===== src/rtl/hazard_scoreboard_pkg.sv =====
// Shared pipeline constants for the ID-stage hazard logic and the per-opcode result latencies.
package hazard_scoreboard_pkg;

    localparam int unsigned DEF_REG_W = 5;
    localparam int unsigned DEF_LAT_W = 3;

    localparam logic [DEF_REG_W-1:0] ZERO_REG = '0;

    // Cycles after issue until the result can be forwarded, by opcode class.
    localparam logic [DEF_LAT_W-1:0] LAT_ALU  = 3'd0;
    localparam logic [DEF_LAT_W-1:0] LAT_LOAD = 3'd1;
    localparam logic [DEF_LAT_W-1:0] LAT_MUL  = 3'd3;
    localparam logic [DEF_LAT_W-1:0] LAT_DIV  = 3'd6;

endpackage


===== src/rtl/sb_entry.sv =====
// One scoreboard slot: countdown to the cycle a register's pending result becomes forwardable.
module sb_entry #(
    parameter int unsigned LAT_W = 3
) (
    input  logic             clk,
    input  logic             rst_n,
    input  logic             load,
    input  logic [LAT_W-1:0] lat,
    output logic             busy,
    output logic [LAT_W-1:0] cnt
);

    logic [LAT_W-1:0] cnt_q, cnt_d;

    // A new issue overrides the decrement of an expiring entry.
    always_comb begin
        cnt_d = cnt_q;
        if (load) begin
            cnt_d = lat;
        end else if (cnt_q != '0) begin
            cnt_d = cnt_q - LAT_W'(1);
        end
    end

    always_ff @(posedge clk or negedge rst_n) begin
        if (!rst_n) begin
            cnt_q <= '0;
        end else begin
            cnt_q <= cnt_d;
        end
    end

    assign busy = (cnt_q != '0);
    assign cnt  = cnt_q;

endmodule


===== src/rtl/hazard_scoreboard.sv =====
// ID-stage hazard unit: per-register countdown scoreboard for RAW/WAW stalls, IF flush
// on control transfers, and a saturating stall-cycle counter.
module hazard_scoreboard
    import hazard_scoreboard_pkg::*;
#(
    parameter int unsigned NUM_REGS = 32,
    parameter int unsigned REG_W    = DEF_REG_W,
    parameter int unsigned LAT_W    = DEF_LAT_W,
    parameter int unsigned CNT_W    = 32
) (
    input  logic             clk,
    input  logic             rst_n,
    input  logic             id_valid,
    input  logic [REG_W-1:0] id_rs,
    input  logic [REG_W-1:0] id_rt,
    input  logic             id_use_rs,
    input  logic             id_use_rt,
    input  logic [REG_W-1:0] id_dst,
    input  logic             id_dst_we,
    input  logic [LAT_W-1:0] id_lat,
    input  logic             ext_stall,
    input  logic             jump,
    input  logic             branch_taken,
    input  logic             stat_clr,
    output logic             stall,
    output logic             flush,
    output logic             issue,
    output logic [CNT_W-1:0] stall_cycles
);

    logic [LAT_W-1:0]    pend [NUM_REGS];
    logic [NUM_REGS-1:0] busy;
    logic                raw_rs, raw_rt, waw;
    logic [CNT_W-1:0]    cnt_q, cnt_d;

    assign pend[0] = '0;
    assign busy[0] = 1'b0;

    for (genvar r = 1; r < NUM_REGS; r++) begin : g_entry
        sb_entry #(
            .LAT_W(LAT_W)
        ) u_entry (
            .clk  (clk),
            .rst_n(rst_n),
            .load (issue && id_dst_we && (id_dst == REG_W'(r))),
            .lat  (id_lat),
            .busy (busy[r]),
            .cnt  (pend[r])
        );
    end

    // Sources see pre-update state, so an instruction never stalls on its own destination.
    always_comb begin
        raw_rs = id_use_rs && (id_rs != REG_W'(ZERO_REG)) && busy[id_rs];
        raw_rt = id_use_rt && (id_rt != REG_W'(ZERO_REG)) && busy[id_rt];
        // Strict compare: equal-latency writes already retire in order.
        waw    = id_dst_we && (id_dst != REG_W'(ZERO_REG)) && (pend[id_dst] > id_lat);
        stall  = (id_valid && (raw_rs || raw_rt || waw)) || ext_stall;
        issue  = id_valid && !stall;
        flush  = jump || branch_taken;
    end

    always_comb begin
        cnt_d = cnt_q;
        if (stat_clr) begin
            cnt_d = '0;
        end else if (stall && id_valid && (cnt_q != '1)) begin
            cnt_d = cnt_q + CNT_W'(1);
        end
    end

    always_ff @(posedge clk or negedge rst_n) begin
        if (!rst_n) begin
            cnt_q <= '0;
        end else begin
            cnt_q <= cnt_d;
        end
    end

    assign stall_cycles = cnt_q;

endmodule


===== config.mk =====
export PLATFORM = sky130hd
export DESIGN_NAME = hazard_scoreboard
export DESIGN_NICKNAME = d
export VERILOG_FILES = /design/src/rtl/hazard_scoreboard_pkg.sv /design/src/rtl/sb_entry.sv /design/src/rtl/hazard_scoreboard.sv
export SDC_FILE = /design/constraint.sdc
export NUM_CORES = 1
export LEC_CHECK = 0
export BUFFER_PORTS_ARGS = -buffer_cell sky130_fd_sc_hd__buf_2
export CORE_ASPECT_RATIO = 0.7
export CORE_MARGIN = 1
export CORE_UTILIZATION = 46
export DETAILED_ROUTE_END_ITERATION = 7
export GPL_ROUTABILITY_DRIVEN = 0
export GPL_TIMING_DRIVEN = 0
export PLACE_DENSITY = 0.72
export SLEW_MARGIN = 20
export SYNTH_ARGS = -nofsm -noshare
export SYNTH_HDL_FRONTEND = slang
export SYNTH_SLANG_ARGS = --single-unit

===== constraint.sdc =====
create_clock -name clk -period 6.1 [get_ports clk]
set_clock_uncertainty 0.1 [all_clocks]
set_input_delay 0.305 -clock clk [delete_from_list [all_inputs] [get_ports clk]]
set_output_delay 0.305 -clock clk [all_outputs]
set_load 0.1 [all_outputs]

# Word level (Yosys, flattened, before mapping)
# Cells that the tools add are included.
dict set report op_classes {
  n_eq_ne 32
  order_cmp 4
  add_sub_neg 32
  bitwise_logic 1
  mux 71
  n_reduce_logical 113
}
# operator n
set op_table {}
lappend op_table {{3-bit two-way mux} 64}
lappend op_table {{3-bit nonzero test} 31}
lappend op_table {{3-bit by 1-bit subtractor with 3-bit output (second input constant)} 31}
lappend op_table {{5-bit equality test (second input constant)} 16}
lappend op_table {{32-bit two-way mux} 2}
lappend op_table {{2-bit nonzero test} 32}
lappend op_table {{1-bit logical AND} 42}
lappend op_table {{5-bit by 4-bit equality test with 1-bit output (second input constant)} 8}
lappend op_table {{32-bit by 1-bit adder with 32-bit output (second input constant)} 1}
lappend op_table {{32-bit != test (second input constant)} 1}
lappend op_table {{5-bit by 3-bit equality test with 1-bit output (second input constant)} 4}
lappend op_table {{3-bit binary-select mux with 5-bit select} 1}
lappend op_table {{5-bit nonzero test} 3}
lappend op_table {{5-bit by 6-bit less-than comparator with 1-bit output (second input constant)} 2}
lappend op_table {{1-bit binary-select mux with 5-bit select} 2}
lappend op_table {{5-bit by 2-bit equality test with 1-bit output (second input constant)} 2}
lappend op_table {{6-bit greater-or-equal comparator (second input constant)} 1}
lappend op_table {{5-bit NOT with 6-bit output} 1}
lappend op_table {{5-bit by 1-bit equality test with 1-bit output (second input constant)} 1}
lappend op_table {{1-bit logical OR} 4}
lappend op_table {{3-bit greater-than comparator} 1}
lappend op_table {{1-bit two-way mux} 2}
lappend op_table {{1-bit logical NOT} 1}
dict set report word_totals {
  ff_bits 125
  elab_cells 285
  output_inout_bits 35
  inputBits 28
}

# Longest topological paths before layout
dict set report depth {
  word_depth 14
  ltp_mapped 19
  mapped_depth_nobuf 14
}

# Hierarchy
# A second synthesis with hierarchy kept.
dict set report hier_totals {
  hier_cells 1015
  hier_area_um2 9624.2
}
# mod area_per_inst_um2 cells_per_inst seq_area_each_um2 instances
set modules_own_cells {}
lappend modules_own_cells {sb_entry 196.4 20 75.1 31}
lappend modules_own_cells {hazard_scoreboard 3534.6 395 800.8 1}

# Worst setup path after synthesis
# No wires, ideal clock.
dict set report synth_path {
  path_type {input -> output}
  from {input port id_dst[0]}
  to {output port issue}
  path_stages 13
  slack_ns 0.339
  arrival_ns 5.356
  required_ns 5.695
  n_path_buf 2
  cell_sequence {buf_2 -> buf_1 -> mux4_2 -> mux4_2 -> nor2_1 -> a41oi_1 -> ha_1 -> a21o_1 -> a21oi_1 -> o2111ai_2 -> o21ai_0 -> nand2b_1 -> nor2_1}
}
dict set report synth_via {
  elab_chain_len 11
  word_cells_on_any_way 13
  cone_classes {order compare (1); mux (3); bitwise (1); reduce/logical (8)}
}
# item line
set synth_lines {}
lappend synth_lines {{start, declared} hazard_scoreboard.sv:18} ;# input logic [REG_W-1:0] id_dst,
lappend synth_lines {{5-bit NOT with 6-bit output (not written as such)} hazard_scoreboard.sv:57} ;# waw = id_dst_we && (id_dst != REG_W'(ZERO_REG)) && (pend[id_dst] > id_lat);
lappend synth_lines {{3-bit binary-select mux with 5-bit select} hazard_scoreboard.sv:57}
lappend synth_lines {{3-bit two-way mux (not written as such) (2 in a row)} hazard_scoreboard.sv:57}
lappend synth_lines {{3-bit greater-than comparator} hazard_scoreboard.sv:57}
lappend synth_lines {{1-bit logical AND *} hazard_scoreboard.sv:57}
lappend synth_lines {{1-bit logical OR *} hazard_scoreboard.sv:58} ;# stall = (id_valid && (raw_rs || raw_rt || waw)) || ext_stall;
lappend synth_lines {{1-bit logical AND *} hazard_scoreboard.sv:58}
lappend synth_lines {{1-bit logical OR *} hazard_scoreboard.sv:58}
lappend synth_lines {{via stall} hazard_scoreboard.sv:25} ;# output logic stall,
lappend synth_lines {{1-bit logical NOT *} hazard_scoreboard.sv:59} ;# issue = id_valid && !stall;
lappend synth_lines {{1-bit logical AND *} hazard_scoreboard.sv:59}
lappend synth_lines {{end, declared} hazard_scoreboard.sv:27} ;# output logic issue,
# Mark *: on every way through the listed nets, which the timed path passes. The rest lies on a longest branch. The select of a mux whose other input is x is not followed.

# Final worst setup path
dict set report layout_path {
  from {input port id_dst[0]}
  to {output port issue}
}
dict set report layout_via {
  elab_chain_len 11
  word_cells_on_any_way 13
  cone_classes {order compare (1); mux (3); bitwise (1); reduce/logical (8)}
}
# item line
set layout_lines {}
lappend layout_lines {{5-bit NOT with 6-bit output (not written as such)} hazard_scoreboard.sv:57}
lappend layout_lines {{3-bit binary-select mux with 5-bit select} hazard_scoreboard.sv:57}
lappend layout_lines {{3-bit two-way mux (not written as such) (2 in a row)} hazard_scoreboard.sv:57}
lappend layout_lines {{3-bit greater-than comparator} hazard_scoreboard.sv:57}
lappend layout_lines {{1-bit logical AND *} hazard_scoreboard.sv:57}
lappend layout_lines {{1-bit logical OR *} hazard_scoreboard.sv:58}
lappend layout_lines {{1-bit logical AND *} hazard_scoreboard.sv:58}
lappend layout_lines {{1-bit logical OR *} hazard_scoreboard.sv:58}
lappend layout_lines {{1-bit logical NOT *} hazard_scoreboard.sv:59}
lappend layout_lines {{1-bit logical AND *} hazard_scoreboard.sv:59}
# Every way passes the cells marked *; elsewhere a longest branch is shown, timed or not. The select of a mux whose other input is x is not followed.

==> out/metrics.cfg <==
[sta]
slew_headroom_pct = 28.1
fmax_ghz = 0.196
setup_viol = 0
rsz0062_at_grt = no
timing.setup.tns_ns = 0
finalCritPeriodShare_pct = 83.8
fin_ws_ns = 0.988
period_needed_ns = 5.11
slew_violations = 0
worstMarginPinSlew_ns = 1.08
hold_violations = 0

[synthesis]
synth-xor-area-share_pct = 3.09
synth-edff-count = 0
ys_dominant_reg_cell = dfrtp_1
synth-seq-cells = 125
ys_warn_count = 0
synth_fa_ha_area_share_pct = 9.10
synthesis.nets = 951
synth-simple-area-share_pct = 13.0
ys_types = 60
synth_top_family_by_area = multiplexers
synth.avg_cell_area_um2 = 10.6
synth_compound_gate_area_share_pct = 7.32
synth_area_um2 = 9070
synthMuxAreaShare_pct = 26.5
synth_cells = 857
yosysSeqAreaShare_pct = 34.5
ys_async_sr_fraction_pct = 100

[clocking]
clk_pin_slew_ns = 0.05
clockBufferDepth = 2
cts_buffers = 17
clk_latency_ns = 0.42
root_buffer = clkbuf_16
clkSinkCount = 125
cts_tree = built
htreeDepth = 4

[routing]
vias = 7185
drtAntennaViolNets = 0
via_per_inst = 5.94
first_pass_iters = 5
avgRoutedWirePerCell_um = 20.6
routed_wl_mm = 24.9
drtIter0Drc = 705
drc_errors = 0

[critical_path]
required_ns = 5.69
worst-setup-path-type = primary input to output pin
end_kind = output pin
crit_arrival_ns = 4.71
cp_max_fo = 10
start_kind = primary input

[layout]
multiInputGateArea_um2 = 5350
fin_area_um2 = 10300
drive_above_1_share_pct = 21.9
area_growth_pct = 14.0
final_common_cell = dfrtp_1
nNetsFinal = 1028
fill_cells = 1704
instances_no_fill = 1209
seqCellArea_um2 = 3130
most-common-layout-cells = dfrtp_1, inv_1, mux2i_1
fin_util_pct = 54.1
antenna_cells = 0

[power]
powerDensity_nw_per_um2 = 472
ir_drop_uv = 216
p_leak_nw = 4.66

[place]
pre_cts_slack_ns = 0.897
dpl_cell_area_um2 = 9720
dp_hpwl_mm = 18.4
dp.cells = 1178
io_buffers = 56

[run]
max_cap_viol_count = 0

[global_route]
grt_pass1_vias = 6957
grt_overflow_total = 0
grt_max_degree = 87
antenna_found_initial = 0
grt_usage_pct = 25.6
grt_pass1_wl_mm = 38.8

[floorplan]
placementRows = 42
io_pins = 63
die_h_um = 120
start_util_pct = 47.4
die_w_um = 170
core_area_um2 = 19100
die_area_um2 = 20300

[worst_hold_path]
hold_class = primary input to flop

[outcome]
status = completed

-- synth_stat cells, drive strengths merged (13+ instances only) --
| library cell | number | area share, % |
|---|---|---|
| a21oi | 54 | 3.0 |
| clkbuf | 22 | 0.91 |
| o31ai | 15 | 1.2 |
| mux2i | 77 | 8.5 |
| or4 | 15 | 1.2 |
| nor2 | 43 | 1.9 |
| ha | 66 | 9.1 |
| xnor2 | 27 | 2.6 |
| nand4 | 14 | 1.0 |
| or3 | 13 | 0.90 |
| and3 | 13 | 0.95 |
| inv | 103 | 4.3 |
| o21ai | 20 | 1.1 |
| mux4 | 34 | 8.4 |
| nand3 | 26 | 2.2 |
| buf | 21 | 1.4 |
| dfrtp | 125 | 34 |
| nand2 | 20 | 0.86 |
| mux2 | 72 | 9.5 |
-- power by group --
part           switching (mW)  internal, mW
combinational            1.12          1.24
sequential              0.264          1.19
clock                   0.372         0.693
total                    1.75          3.12
-- cell type report --
cell class / instances / share of cell area [%]
Clock inverter: 5 / 1.02
Sequential cell: 125 / 30.2
Timing Repair Buffer: 58 / 3.17
Inverter: 104 / 3.77
Buffer: 43 / 1.98
Tap cell: 264 / 3.19
Clock buffer: 25 / 4.89
Multi-Input combinational cell: 585 / 51.7
-- per-stage QoR --
stage               power [mW]  hold slack, ns
detailed placement        3.79           0.106
CTS                       4.88          0.0734
global route              5.24          0.0954
floorplan                 3.25         -0.0906
finish                    4.88          0.0895
global placement          3.64           0.453
-- per-layer routing --
metal  GRT usage, %  share of wire [%]  wire length (µm)  vias up
li1               -                  -                 -     3259
met4           8.95                2.4               601        0
met2           36.1                 42             10500      312
met1           38.0                 46             11400     3559
met5              0                  0                 0        -
met3           6.27                9.4              2340       55
-- logic make-up after synthesis --
logic type,after synthesis
XOR/XNOR,32
flip-flops,125
AND/OR/NAND/NOR,194
buffers and inverters,147
multiplexers,183
adder cells (fa/ha/maj),66
AO/OA/AOI/OAI,110
-- critical path: stages --
cell and delay [ns]:
buf_2 0.30, buf_1 0.85, nand2b_1 0.16, nor3_1 0.66
a22oi_1 0.27, a41oi_1 0.26, ha_1 0.28, a21o_1 0.16
a21oi_1 0.19, o2111ai_2 0.25, o21ai_0 0.22, nand2b_1 0.13
nor2_1 0.19, buf_2 0.47
-- worst paths after layout --
kind | startpoint | endpoint | slack [ns] | cells after the start
worst max-delay path | id_dst[0] | issue | 0.99 | 14
worst min-delay path | id_lat[2] | g_entry[17].u_entry.cnt[2] | 0.09 | 2
worst max register to register | g_entry[16].u_entry.cnt[1] | g_entry[1].u_entry.cnt[2] | 2.05 | 12
worst min register to register | stall_cycles[9] | stall_cycles[9] | 0.48 | 2
max in group asynchronous | rst_n | g_entry[7].u_entry.cnt[2] | 4.88 | 3
min in group asynchronous | rst_n | stall_cycles[17] | 0.24 | 2
-- what timing repair did --
| item | in CTS | in global routing |
|---|---|---|
| buffers inserted | 0 | 0 |
| hold buffers | 1 | 0 |
| resized for setup | 0 | 0 |
| endpoints found under the hold margin | 39 | 0 |
-- state kept, by name, indices dropped and copies added, names as in the netlist --
signal and flops:
g_entry.u_entry.cnt 93, stall_cycles 32
No activity file was read; power rests on OpenSTA's default activity.
